`config.mk`:
```
export PLATFORM = sky130hd
export DESIGN_NAME = core_pipe_exec_mdu_iter
export DESIGN_NICKNAME = d
export VERILOG_FILES = /design/src/rtl/core_mdu_pkg.sv /design/src/rtl/core_mdu_divstep.sv /design/src/rtl/core_pipe_exec_mdu_iter.sv
export SDC_FILE = /design/constraint.sdc
export NUM_CORES = 2
export LEC_CHECK = 0
export CAP_MARGIN = 20
export CORE_ASPECT_RATIO = 1.75
export CORE_UTILIZATION = 24
export CTS_CLUSTER_DIAMETER = 60
export DETAILED_ROUTE_END_ITERATION = 16
export DONT_BUFFER_PORTS = 1
export PLACE_DENSITY = 0.47
export SYNTH_ARGS = -nofsm -noshare
export SYNTH_HDL_FRONTEND = slang
export SYNTH_SLANG_ARGS = --single-unit
export TNS_END_PERCENT = 10
```
`constraint.sdc`:
```
create_clock -name g_clk -period 6.8 [get_ports g_clk]
set_clock_uncertainty 0.05 [all_clocks]
set_input_delay 1.02 -clock g_clk [delete_from_list [all_inputs] [get_ports g_clk]]
set_output_delay 1.02 -clock g_clk [all_outputs]
set_load 0.005 [all_outputs]
```
`src/rtl/core_mdu_pkg.sv`:
```
// Shared types and helpers for the iterative multiply/divide unit.
//   mdu_state_t : FSM state encoding (IDLE, MUL, DIV, FIX, DONE)
//   mdu_op_t    : 3-bit op encoding; bit 2 = divide class, bit 1 (divide) = remainder
//   abs_n       : magnitude of a 32- or 64-bit operand, zero-extended to 64 bits
//   sext_word   : sign-extend bit 31 across the upper 32 bits
package core_mdu_pkg;

  localparam int unsigned MDU_XLEN = 64;

  typedef enum logic [2:0] {
    MDU_IDLE = 3'd0,
    MDU_MUL  = 3'd1,
    MDU_DIV  = 3'd2,
    MDU_FIX  = 3'd3,
    MDU_DONE = 3'd4
  } mdu_state_t;

  typedef enum logic [2:0] {
    OP_MUL    = 3'd0,
    OP_MULH   = 3'd1,
    OP_MULHU  = 3'd2,
    OP_MULHSU = 3'd3,
    OP_DIV    = 3'd4,
    OP_DIVU   = 3'd5,
    OP_REM    = 3'd6,
    OP_REMU   = 3'd7
  } mdu_op_t;

  // Signed operands are replaced by their magnitude; unsigned (or word) operands
  // are simply truncated to N bits. -(-2^(N-1)) wraps to 2^(N-1), which is the
  // correct unsigned magnitude.
  function automatic logic [63:0] abs_n(input logic [63:0] x, input logic word,
                                        input logic sgn);
    logic [31:0] lo;
    logic [63:0] r;
    if (word) begin
      lo = (sgn && x[31]) ? -x[31:0] : x[31:0];
      r  = {32'b0, lo};
    end else begin
      r  = (sgn && x[63]) ? -x : x;
    end
    return r;
  endfunction

  function automatic logic [63:0] sext_word(input logic [63:0] x);
    return {{32{x[31]}}, x[31:0]};
  endfunction

endpackage

```
`src/rtl/core_mdu_divstep.sv`:
```
// One restoring-division step.
//   rem_i/quot_i  : partial remainder and dividend/quotient shift register
//   divisor_i     : unsigned divisor magnitude
//   rem_o/quot_o  : updated remainder; quotient with the new bit shifted into the LSB
module core_mdu_divstep
  import core_mdu_pkg::*;
#(
  parameter int unsigned XLEN = MDU_XLEN
) (
  input  logic [XLEN-1:0] rem_i,
  input  logic [XLEN-1:0] quot_i,
  input  logic [XLEN-1:0] divisor_i,
  output logic [XLEN-1:0] rem_o,
  output logic [XLEN-1:0] quot_o
);

  logic [XLEN:0] shifted;
  logic [XLEN:0] diff;
  logic          ge;

  // shifted < 2*divisor always holds, so a non-negative diff fits in XLEN bits.
  always_comb begin
    shifted = {rem_i, quot_i[XLEN-1]};
    diff    = shifted - {1'b0, divisor_i};
    ge      = ~diff[XLEN];
    rem_o   = ge ? diff[XLEN-1:0] : shifted[XLEN-1:0];
    quot_o  = {quot_i[XLEN-2:0], ge};
  end

endmodule

```
`src/rtl/core_pipe_exec_mdu_iter.sv`:
```
// Iterative RV64M multiply/divide unit for the execute stage.
// Ports:
//   g_clk, g_resetn          clock, synchronous active-low reset
//   flush                    abort any in-flight op and return to IDLE (rd held)
//   valid                    operands/op valid, held until accepted
//   pipe_advance             execute stage consumes rd this cycle
//   op_word                  32-bit word op; result sign-extended to XLEN
//   op_mul .. op_remu        one-hot op select
//   rs1, rs2                 source operands
//   ready                    rd holds a valid result
//   rd                       registered result
// Operands are converted to magnitudes at accept, iterated unsigned, and the
// sign is reapplied in the single FIX cycle.
module core_pipe_exec_mdu_iter
  import core_mdu_pkg::*;
#(
  parameter int unsigned XLEN       = MDU_XLEN,
  parameter int unsigned MUL_UNROLL = 1,
  parameter int unsigned DIV_UNROLL = 1
) (
  input  logic            g_clk,
  input  logic            g_resetn,
  input  logic            flush,
  input  logic            valid,
  input  logic            pipe_advance,
  input  logic            op_word,
  input  logic            op_mul,
  input  logic            op_mulh,
  input  logic            op_mulhu,
  input  logic            op_mulhsu,
  input  logic            op_div,
  input  logic            op_divu,
  input  logic            op_rem,
  input  logic            op_remu,
  input  logic [XLEN-1:0] rs1,
  input  logic [XLEN-1:0] rs2,
  output logic            ready,
  output logic [XLEN-1:0] rd
);

  localparam int unsigned CW = $clog2(XLEN + 1);
  localparam int unsigned PW = 2 * XLEN;
  localparam logic [CW-1:0] MUL_CNT_X = CW'(XLEN / MUL_UNROLL);
  localparam logic [CW-1:0] MUL_CNT_W = CW'(32 / MUL_UNROLL);
  localparam logic [CW-1:0] DIV_CNT_X = CW'(XLEN / DIV_UNROLL);
  localparam logic [CW-1:0] DIV_CNT_W = CW'(32 / DIV_UNROLL);

  mdu_state_t      state_q, state_d;
  mdu_op_t         op_q, op_d;
  logic            word_q, word_d;
  logic            neg_q, neg_d;
  logic [CW-1:0]   cnt_q, cnt_d;
  logic [PW-1:0]   acc_q, acc_d;
  logic [PW-1:0]   mcand_q, mcand_d;
  logic [XLEN-1:0] mplier_q, mplier_d;
  logic [XLEN-1:0] rem_q, rem_d;
  logic [XLEN-1:0] quot_q, quot_d;
  logic [XLEN-1:0] divisor_q, divisor_d;
  logic [XLEN-1:0] rd_q, rd_d;

  // ---------------------------------------------------------------- decode
  mdu_op_t         op_sel;
  logic            any_op;
  logic            s1, s2, rs1_sgn, rs2_sgn, neg_new;
  logic            div_zero, div_ovf;
  logic [XLEN-1:0] a1, a2, special_rd;

  always_comb begin
    op_sel = OP_MUL;
    if (op_mul)         op_sel = OP_MUL;
    else if (op_mulh)   op_sel = OP_MULH;
    else if (op_mulhu)  op_sel = OP_MULHU;
    else if (op_mulhsu) op_sel = OP_MULHSU;
    else if (op_div)    op_sel = OP_DIV;
    else if (op_divu)   op_sel = OP_DIVU;
    else if (op_rem)    op_sel = OP_REM;
    else if (op_remu)   op_sel = OP_REMU;
    any_op = op_mul | op_mulh | op_mulhu | op_mulhsu |
             op_div | op_divu | op_rem | op_remu;

    s1 = op_word ? rs1[31] : rs1[XLEN-1];
    s2 = op_word ? rs2[31] : rs2[XLEN-1];
    rs1_sgn = (op_sel == OP_MULH) || (op_sel == OP_MULHSU) ||
              (op_sel == OP_DIV)  || (op_sel == OP_REM);
    rs2_sgn = (op_sel == OP_MULH) || (op_sel == OP_DIV) || (op_sel == OP_REM);
    a1 = abs_n(rs1, op_word, rs1_sgn);
    a2 = abs_n(rs2, op_word, rs2_sgn);

    case (op_sel)
      OP_MULH, OP_DIV:   neg_new = s1 ^ s2;
      OP_MULHSU, OP_REM: neg_new = s1;
      default:           neg_new = 1'b0;
    endcase

    div_zero = op_word ? (rs2[31:0] == 32'd0) : (rs2 == '0);
    div_ovf  = ((op_sel == OP_DIV) || (op_sel == OP_REM)) &&
               (op_word ? ((rs1[31:0] == 32'h8000_0000) && (rs2[31:0] == 32'hFFFF_FFFF))
                        : ((rs1 == {1'b1, {(XLEN-1){1'b0}}}) && (rs2 == '1)));

    // Early-out results: divide-by-zero first, then signed overflow.
    if (div_zero)
      special_rd = op_sel[1] ? (op_word ? sext_word(rs1) : rs1) : '1;
    else
      special_rd = op_sel[1] ? '0 : (op_word ? sext_word(rs1) : rs1);
  end

  // ---------------------------------------------------------------- iterate
  logic [PW-1:0]   acc_n, mc_n;
  logic [XLEN-1:0] mp_n;

  always_comb begin
    acc_n = acc_q;
    mc_n  = mcand_q;
    mp_n  = mplier_q;
    for (int i = 0; i < MUL_UNROLL; i++) begin
      if (mp_n[0]) acc_n = acc_n + mc_n;
      mc_n = mc_n << 1;
      mp_n = mp_n >> 1;
    end
  end

  logic [XLEN-1:0] rem_c  [DIV_UNROLL+1];
  logic [XLEN-1:0] quot_c [DIV_UNROLL+1];

  assign rem_c[0]  = rem_q;
  assign quot_c[0] = quot_q;

  for (genvar g = 0; g < DIV_UNROLL; g++) begin : g_divstep
    core_mdu_divstep #(.XLEN(XLEN)) u_step (
      .rem_i     (rem_c[g]),
      .quot_i    (quot_c[g]),
      .divisor_i (divisor_q),
      .rem_o     (rem_c[g+1]),
      .quot_o    (quot_c[g+1])
    );
  end

  // ---------------------------------------------------------------- fix-up
  logic [PW-1:0]   prod;
  logic [XLEN-1:0] dsel, dres, fix_res;

  always_comb begin
    prod = neg_q ? -acc_q : acc_q;
    dsel = op_q[1] ? rem_q : quot_q;
    dres = neg_q ? -dsel : dsel;
    case (op_q)
      OP_MUL:
        fix_res = word_q ? sext_word(prod[XLEN-1:0]) : prod[XLEN-1:0];
      OP_MULH, OP_MULHU, OP_MULHSU:
        fix_res = word_q ? sext_word({32'b0, prod[63:32]}) : prod[PW-1:XLEN];
      default:
        fix_res = word_q ? sext_word(dres) : dres;
    endcase
  end

  // ---------------------------------------------------------------- FSM
  always_comb begin
    state_d   = state_q;
    op_d      = op_q;
    word_d    = word_q;
    neg_d     = neg_q;
    cnt_d     = cnt_q;
    acc_d     = acc_q;
    mcand_d   = mcand_q;
    mplier_d  = mplier_q;
    rem_d     = rem_q;
    quot_d    = quot_q;
    divisor_d = divisor_q;
    rd_d      = rd_q;

    case (state_q)
      MDU_IDLE: begin
        if (valid && any_op) begin
          op_d   = op_sel;
          word_d = op_word;
          neg_d  = neg_new;
          if (op_sel[2] && (div_zero || div_ovf)) begin
            rd_d    = special_rd;
            state_d = MDU_DONE;
          end else if (op_sel[2]) begin
            rem_d     = '0;
            // Word dividends sit in the top half so the step always shifts out bit XLEN-1.
            quot_d    = op_word ? {a1[31:0], 32'b0} : a1;
            divisor_d = a2;
            cnt_d     = op_word ? DIV_CNT_W : DIV_CNT_X;
            state_d   = MDU_DIV;
          end else begin
            acc_d    = '0;
            mcand_d  = {{XLEN{1'b0}}, a1};
            mplier_d = a2;
            cnt_d    = op_word ? MUL_CNT_W : MUL_CNT_X;
            state_d  = MDU_MUL;
          end
        end
      end
      MDU_MUL: begin
        acc_d    = acc_n;
        mcand_d  = mc_n;
        mplier_d = mp_n;
        cnt_d    = cnt_q - CW'(1);
        if (cnt_d == '0) state_d = MDU_FIX;
      end
      MDU_DIV: begin
        rem_d  = rem_c[DIV_UNROLL];
        quot_d = quot_c[DIV_UNROLL];
        cnt_d  = cnt_q - CW'(1);
        if (cnt_d == '0) state_d = MDU_FIX;
      end
      MDU_FIX: begin
        rd_d    = fix_res;
        state_d = MDU_DONE;
      end
      MDU_DONE: begin
        if (pipe_advance) state_d = MDU_IDLE;
      end
      default: state_d = MDU_IDLE;
    endcase

    // flush wins over everything, including a same-cycle accept; rd keeps its value.
    if (flush) begin
      state_d = MDU_IDLE;
      cnt_d   = '0;
      rd_d    = rd_q;
    end
  end

  always_ff @(posedge g_clk) begin
    if (!g_resetn) begin
      state_q   <= MDU_IDLE;
      op_q      <= OP_MUL;
      word_q    <= 1'b0;
      neg_q     <= 1'b0;
      cnt_q     <= '0;
      acc_q     <= '0;
      mcand_q   <= '0;
      mplier_q  <= '0;
      rem_q     <= '0;
      quot_q    <= '0;
      divisor_q <= '0;
      rd_q      <= '0;
    end else begin
      state_q   <= state_d;
      op_q      <= op_d;
      word_q    <= word_d;
      neg_q     <= neg_d;
      cnt_q     <= cnt_d;
      acc_q     <= acc_d;
      mcand_q   <= mcand_d;
      mplier_q  <= mplier_d;
      rem_q     <= rem_d;
      quot_q    <= quot_d;
      divisor_q <= divisor_d;
      rd_q      <= rd_d;
    end
  end

  assign ready = (state_q == MDU_DONE);
  assign rd    = rd_q;

endmodule

```
==> impl_metrics.env <==
export IMPL_rows=215
export IMPL_drt_pre_antenna_iters=6
export IMPL_hold_buffers=0
export IMPL_cts_clk_slew_worst_paths_ns=0.06
export IMPL_most_used_dff_post_synth="sky130_fd_sc_hd__dfxtp_1"
export IMPL_timing_final_setup_violations=0
export IMPL_cts_made_buffers=81
export IMPL_finalCriticalPeriod_ns=6.01
export IMPL_clkSinkCount=591
export IMPL_final_layout_size_suffix_gt1_frac=0.0586
export IMPL_synth_sequential_area_ratio=0.250
export IMPL_share_comb_of_total_power=0.282
export IMPL_total_power_uw=11800
export IMPL_slew_limit_headroom=0.0970
export IMPL_synth_most_common_cell="sky130_fd_sc_hd__nand2_1"
export IMPL_post_synth_inst_count=6489
export IMPL_design_core_area_um2=196000
export IMPL_power_share_switching=0.369
export IMPL_gr_usage_met3=0.0692
export IMPL_grt_use_met2=0.409
export IMPL_finalHoldViolCount=0
export IMPL_worst_skew_pair_late_latency_ns=0.74
export IMPL_place_congestion=1.07
export IMPL_layout_worst_path_cycle_share=0.884
export IMPL_ctsResizeCount=0
export IMPL_run_status="complete, no violations"
export IMPL_grt_util_met1=0.276
export IMPL_detailed_route_wire_length_per_cell_um=29.1
export IMPL_synth_distinct_cells=85
export IMPL_worstPathBufferInverterCount=1
export IMPL_min_path_type="in2reg"
export IMPL_cts_root_buf="sky130_fd_sc_hd__clkbuf_16"
export IMPL_setup_total_negative_slack_ns=0
export IMPL_ys_seq_elements=591
export IMPL_crit_chain="buf_4 > or4_1 > nor4_1 > nand4_1 > o41ai_1 > xor2_1 > o32ai_1 > nand2b_1 > a211oi_1 > o21ai_0 > a32o_1"
export IMPL_finish_net_count=6559
export IMPL_timing_worst_slew_pin_value_ns=1.35
export IMPL_launching_element_type_of_the_critical_path="register"
export IMPL_synth_edff_count=0
export IMPL_grt_antenna_before_repair=17
export IMPL_post_cts_setup_buffers=0
export IMPL_worst_path_max_stage_delay_ns=0.75
export IMPL_finalWirelength_mm=258
export IMPL_place_detailed_hpwl_mm=202
export IMPL_die_area_um2=199000
export IMPL_drtAntennaViolNets=0
export IMPL_slew_violations=0
export IMPL_critical_path_class="reg2reg"
export IMPL_rsz0062_at_grt="no"
export IMPL_synth_largest_area_cell="sky130_fd_sc_hd__dfxtp_1"
export IMPL_maximum_vdd_drop_mv=0.207
export IMPL_max_clock_path_buffers=3
export IMPL_critical_path_top_delay_family="compound AO/OA/AOI/OAI gates"
export IMPL_postSynthNetCount=6832
export IMPL_maximum_fanout_along_the_worst_path=5
export IMPL_top_level_ports=207
export IMPL_synth_top_cells_by_count="sky130_fd_sc_hd__nand2_1 (753), sky130_fd_sc_hd__a21oi_1 (597), sky130_fd_sc_hd__dfxtp_1 (591)"
export IMPL_worstPathRequired_ns=7.34
export IMPL_power_per_cell_area_nw_per_um2=224
export IMPL_synth_top_cell_area_share=0.250
export IMPL_cts_htree_levels=3
export IMPL_largest_net_degree_at_the_start_of_global_routing=344
export IMPL_fp_dieW_um=337
export IMPL_global_router_s_overall_resource_usage=0.252
export IMPL_power_switching_uw=4360
export IMPL_fmax_mhz=166
export IMPL_endpoint_kind="register"
export IMPL_p_int_uw=7440
export IMPL_final_cell_count_without_fillers=8890
export IMPL_first_global_vias=48200
export IMPL_syn2layout_area_growth_pct=11.6
export IMPL_chipHeight_um=589
export IMPL_placed_cells_incl_taps=8730
export IMPL_timing_max_cap_violations=0
export IMPL_postSynthAreaPerCell_um2=7.28
export IMPL_floorplan_initialDensity=0.241
export IMPL_power_frac_seq=0.317
export IMPL_port_buffers=0
export IMPL_synth_warnings=0
export IMPL_via_per_inst=5.67
export IMPL_vias=50400
export IMPL_async_reset_ff_frac=0
export IMPL_grt_overflow_total=0
export IMPL_syn_cell_area_um2=47300
export IMPL_ys_top_cells_by_area="sky130_fd_sc_hd__dfxtp_1 (25%), sky130_fd_sc_hd__a21oi_1 (6.3%), sky130_fd_sc_hd__nand2_1 (6.0%), sky130_fd_sc_hd__ha_1 (5.3%), sky130_fd_sc_hd__o21ai_0 (5.2%)"
export IMPL_clock_tree_from_tritoncts="done"
export IMPL_drt_initial_drc_count=4804
export IMPL_fill_cells=21800
export IMPL_slowest_stage="sky130_fd_sc_hd__a211oi_1"
export IMPL_power_leakage_uw=0.0200
export IMPL_pwr_share_clk=0.401
export IMPL_arrival_ns=6.55
export IMPL_drcViolationCount=0
export IMPL_grt_first_pass_wirelength_mm=361
export IMPL_global_route_peak_usage_layer="met2"
## worst paths after layout
kind / startpoint / end / slack (ns) / cells after the start
setup reg to reg: acc_q[27]$_SDFFE_PN0P_ / rd[34]$_SDFFE_PN0P_ / 0.79 / 11
hold / removal: g_resetn / mplier_q[31]$_SDFFE_PN0P_ / 0.42 / 1
setup / recovery: acc_q[27]$_SDFFE_PN0P_ / rd[34]$_SDFFE_PN0P_ / 0.79 / 11
hold reg to reg: divisor_q[59]$_SDFFE_PN0P_ / divisor_q[59]$_SDFFE_PN0P_ / 0.42 / 2
## registers in the layout, indices dropped and copies added (netlist names)
register and flops:
acc_q 128, neg_q 1, mcand_q 128, rem_q 64, quot_q 64, word_q 1
divisor_q 64, op_q 3, cnt_q 7, mplier_q 64, state_q 3, rd 64
## cell usage in the layout, fill, tap and decap left out, types with 25 or more instances in the layout
cell,n
sky130_fd_sc_hd__nor2b_1,184
sky130_fd_sc_hd__o21bai_1,65
sky130_fd_sc_hd__ha_1,199
sky130_fd_sc_hd__dfxtp_1,589
sky130_fd_sc_hd__nor3_1,153
sky130_fd_sc_hd__xor2_1,260
sky130_fd_sc_hd__o41ai_1,33
sky130_fd_sc_hd__a21boi_0,54
sky130_fd_sc_hd__nand3_1,92
sky130_fd_sc_hd__and3_1,25
sky130_fd_sc_hd__a311oi_1,28
sky130_fd_sc_hd__o22ai_1,28
sky130_fd_sc_hd__buf_4,110
sky130_fd_sc_hd__mux2i_1,98
sky130_fd_sc_hd__or3_1,82
sky130_fd_sc_hd__a31oi_1,45
sky130_fd_sc_hd__clkbuf_16,84
sky130_fd_sc_hd__a211oi_1,73
sky130_fd_sc_hd__o211ai_1,70
sky130_fd_sc_hd__nand4_1,122
sky130_fd_sc_hd__and2_1,28
sky130_fd_sc_hd__a22oi_1,135
sky130_fd_sc_hd__nor4_1,65
sky130_fd_sc_hd__o21ai_0,487
sky130_fd_sc_hd__a221oi_1,58
sky130_fd_sc_hd__o221ai_1,34
sky130_fd_sc_hd__a21oi_1,594
sky130_fd_sc_hd__nand2b_1,42
sky130_fd_sc_hd__nor2_1,568
sky130_fd_sc_hd__nor3b_1,56
sky130_fd_sc_hd__o21a_1,30
sky130_fd_sc_hd__or2_2,35
sky130_fd_sc_hd__o31ai_1,80
sky130_fd_sc_hd__nand2_1,751
sky130_fd_sc_hd__o211a_1,62
sky130_fd_sc_hd__a21o_1,118
sky130_fd_sc_hd__inv_1,144
sky130_fd_sc_hd__xnor2_1,249
sky130_fd_sc_hd__or4_1,39
## final cells by class
class                           instances  area (um^2)  area share
Timing Repair Buffer                  120          982      0.0186
Sequential cell                       591        11800       0.224
Tap cell                             2604         3260      0.0617
Inverter                              147          553      0.0105
Multi-Input combinational cell       5275        33200       0.630
Clock inverter                         51          688      0.0130
Antenna cell                            7         17.5    0.000332
Clock buffer                           95         2200      0.0418
## per-layer routing
layer  share of wire  vias to the layer above
li1                -                    23100
met1            0.37                    24300
met2            0.46                     2255
met3           0.082                      697
met4           0.091                       16
met5         0.00039                        -
## power by group through the flow
stage	combinational, uW	sequential, uW	clock [uW]
after floorplan	2240	3730	0
after global routing	3540	3750	4940
final	3330	3740	4730
after CTS	3250	3730	4820
after detailed placement	3230	3810	0
after global placement	3230	3810	0
## through the flow
step | util | setup WS (ns) | cell area [um^2] | hold slack [ns]
6_report | 0.269 | 0.786 | 52800 | 0.417
5_1_grt | 0.269 | 1.01 | 52800 | 0.412
4_1_cts | 0.269 | 1.45 | 52600 | 0.418
3_5_place_dp | 0.254 | 1.35 | 49700 | 0.407
3_3_place_gp | 0.254 | 1.42 | 49700 | 0.405
2_1_floorplan | - | 1.64 | 47300 | 0.391
## cells by family (layout without fill, tap and decap cells)
logic type,after synthesis,count (layout),synth area share
xor gates and xnor gates,509,509,0.0943
DFF,591,591,0.250
and+or+nand+nor,2327,2327,0.238
muxes,110,110,0.0236
other,0,7,0
adders and majority gates,201,201,0.0535
buffers and inverters,623,413,0.0501
AOI/OAI and AO/OA,2128,2128,0.290
(Power assumes the default switching activity.)
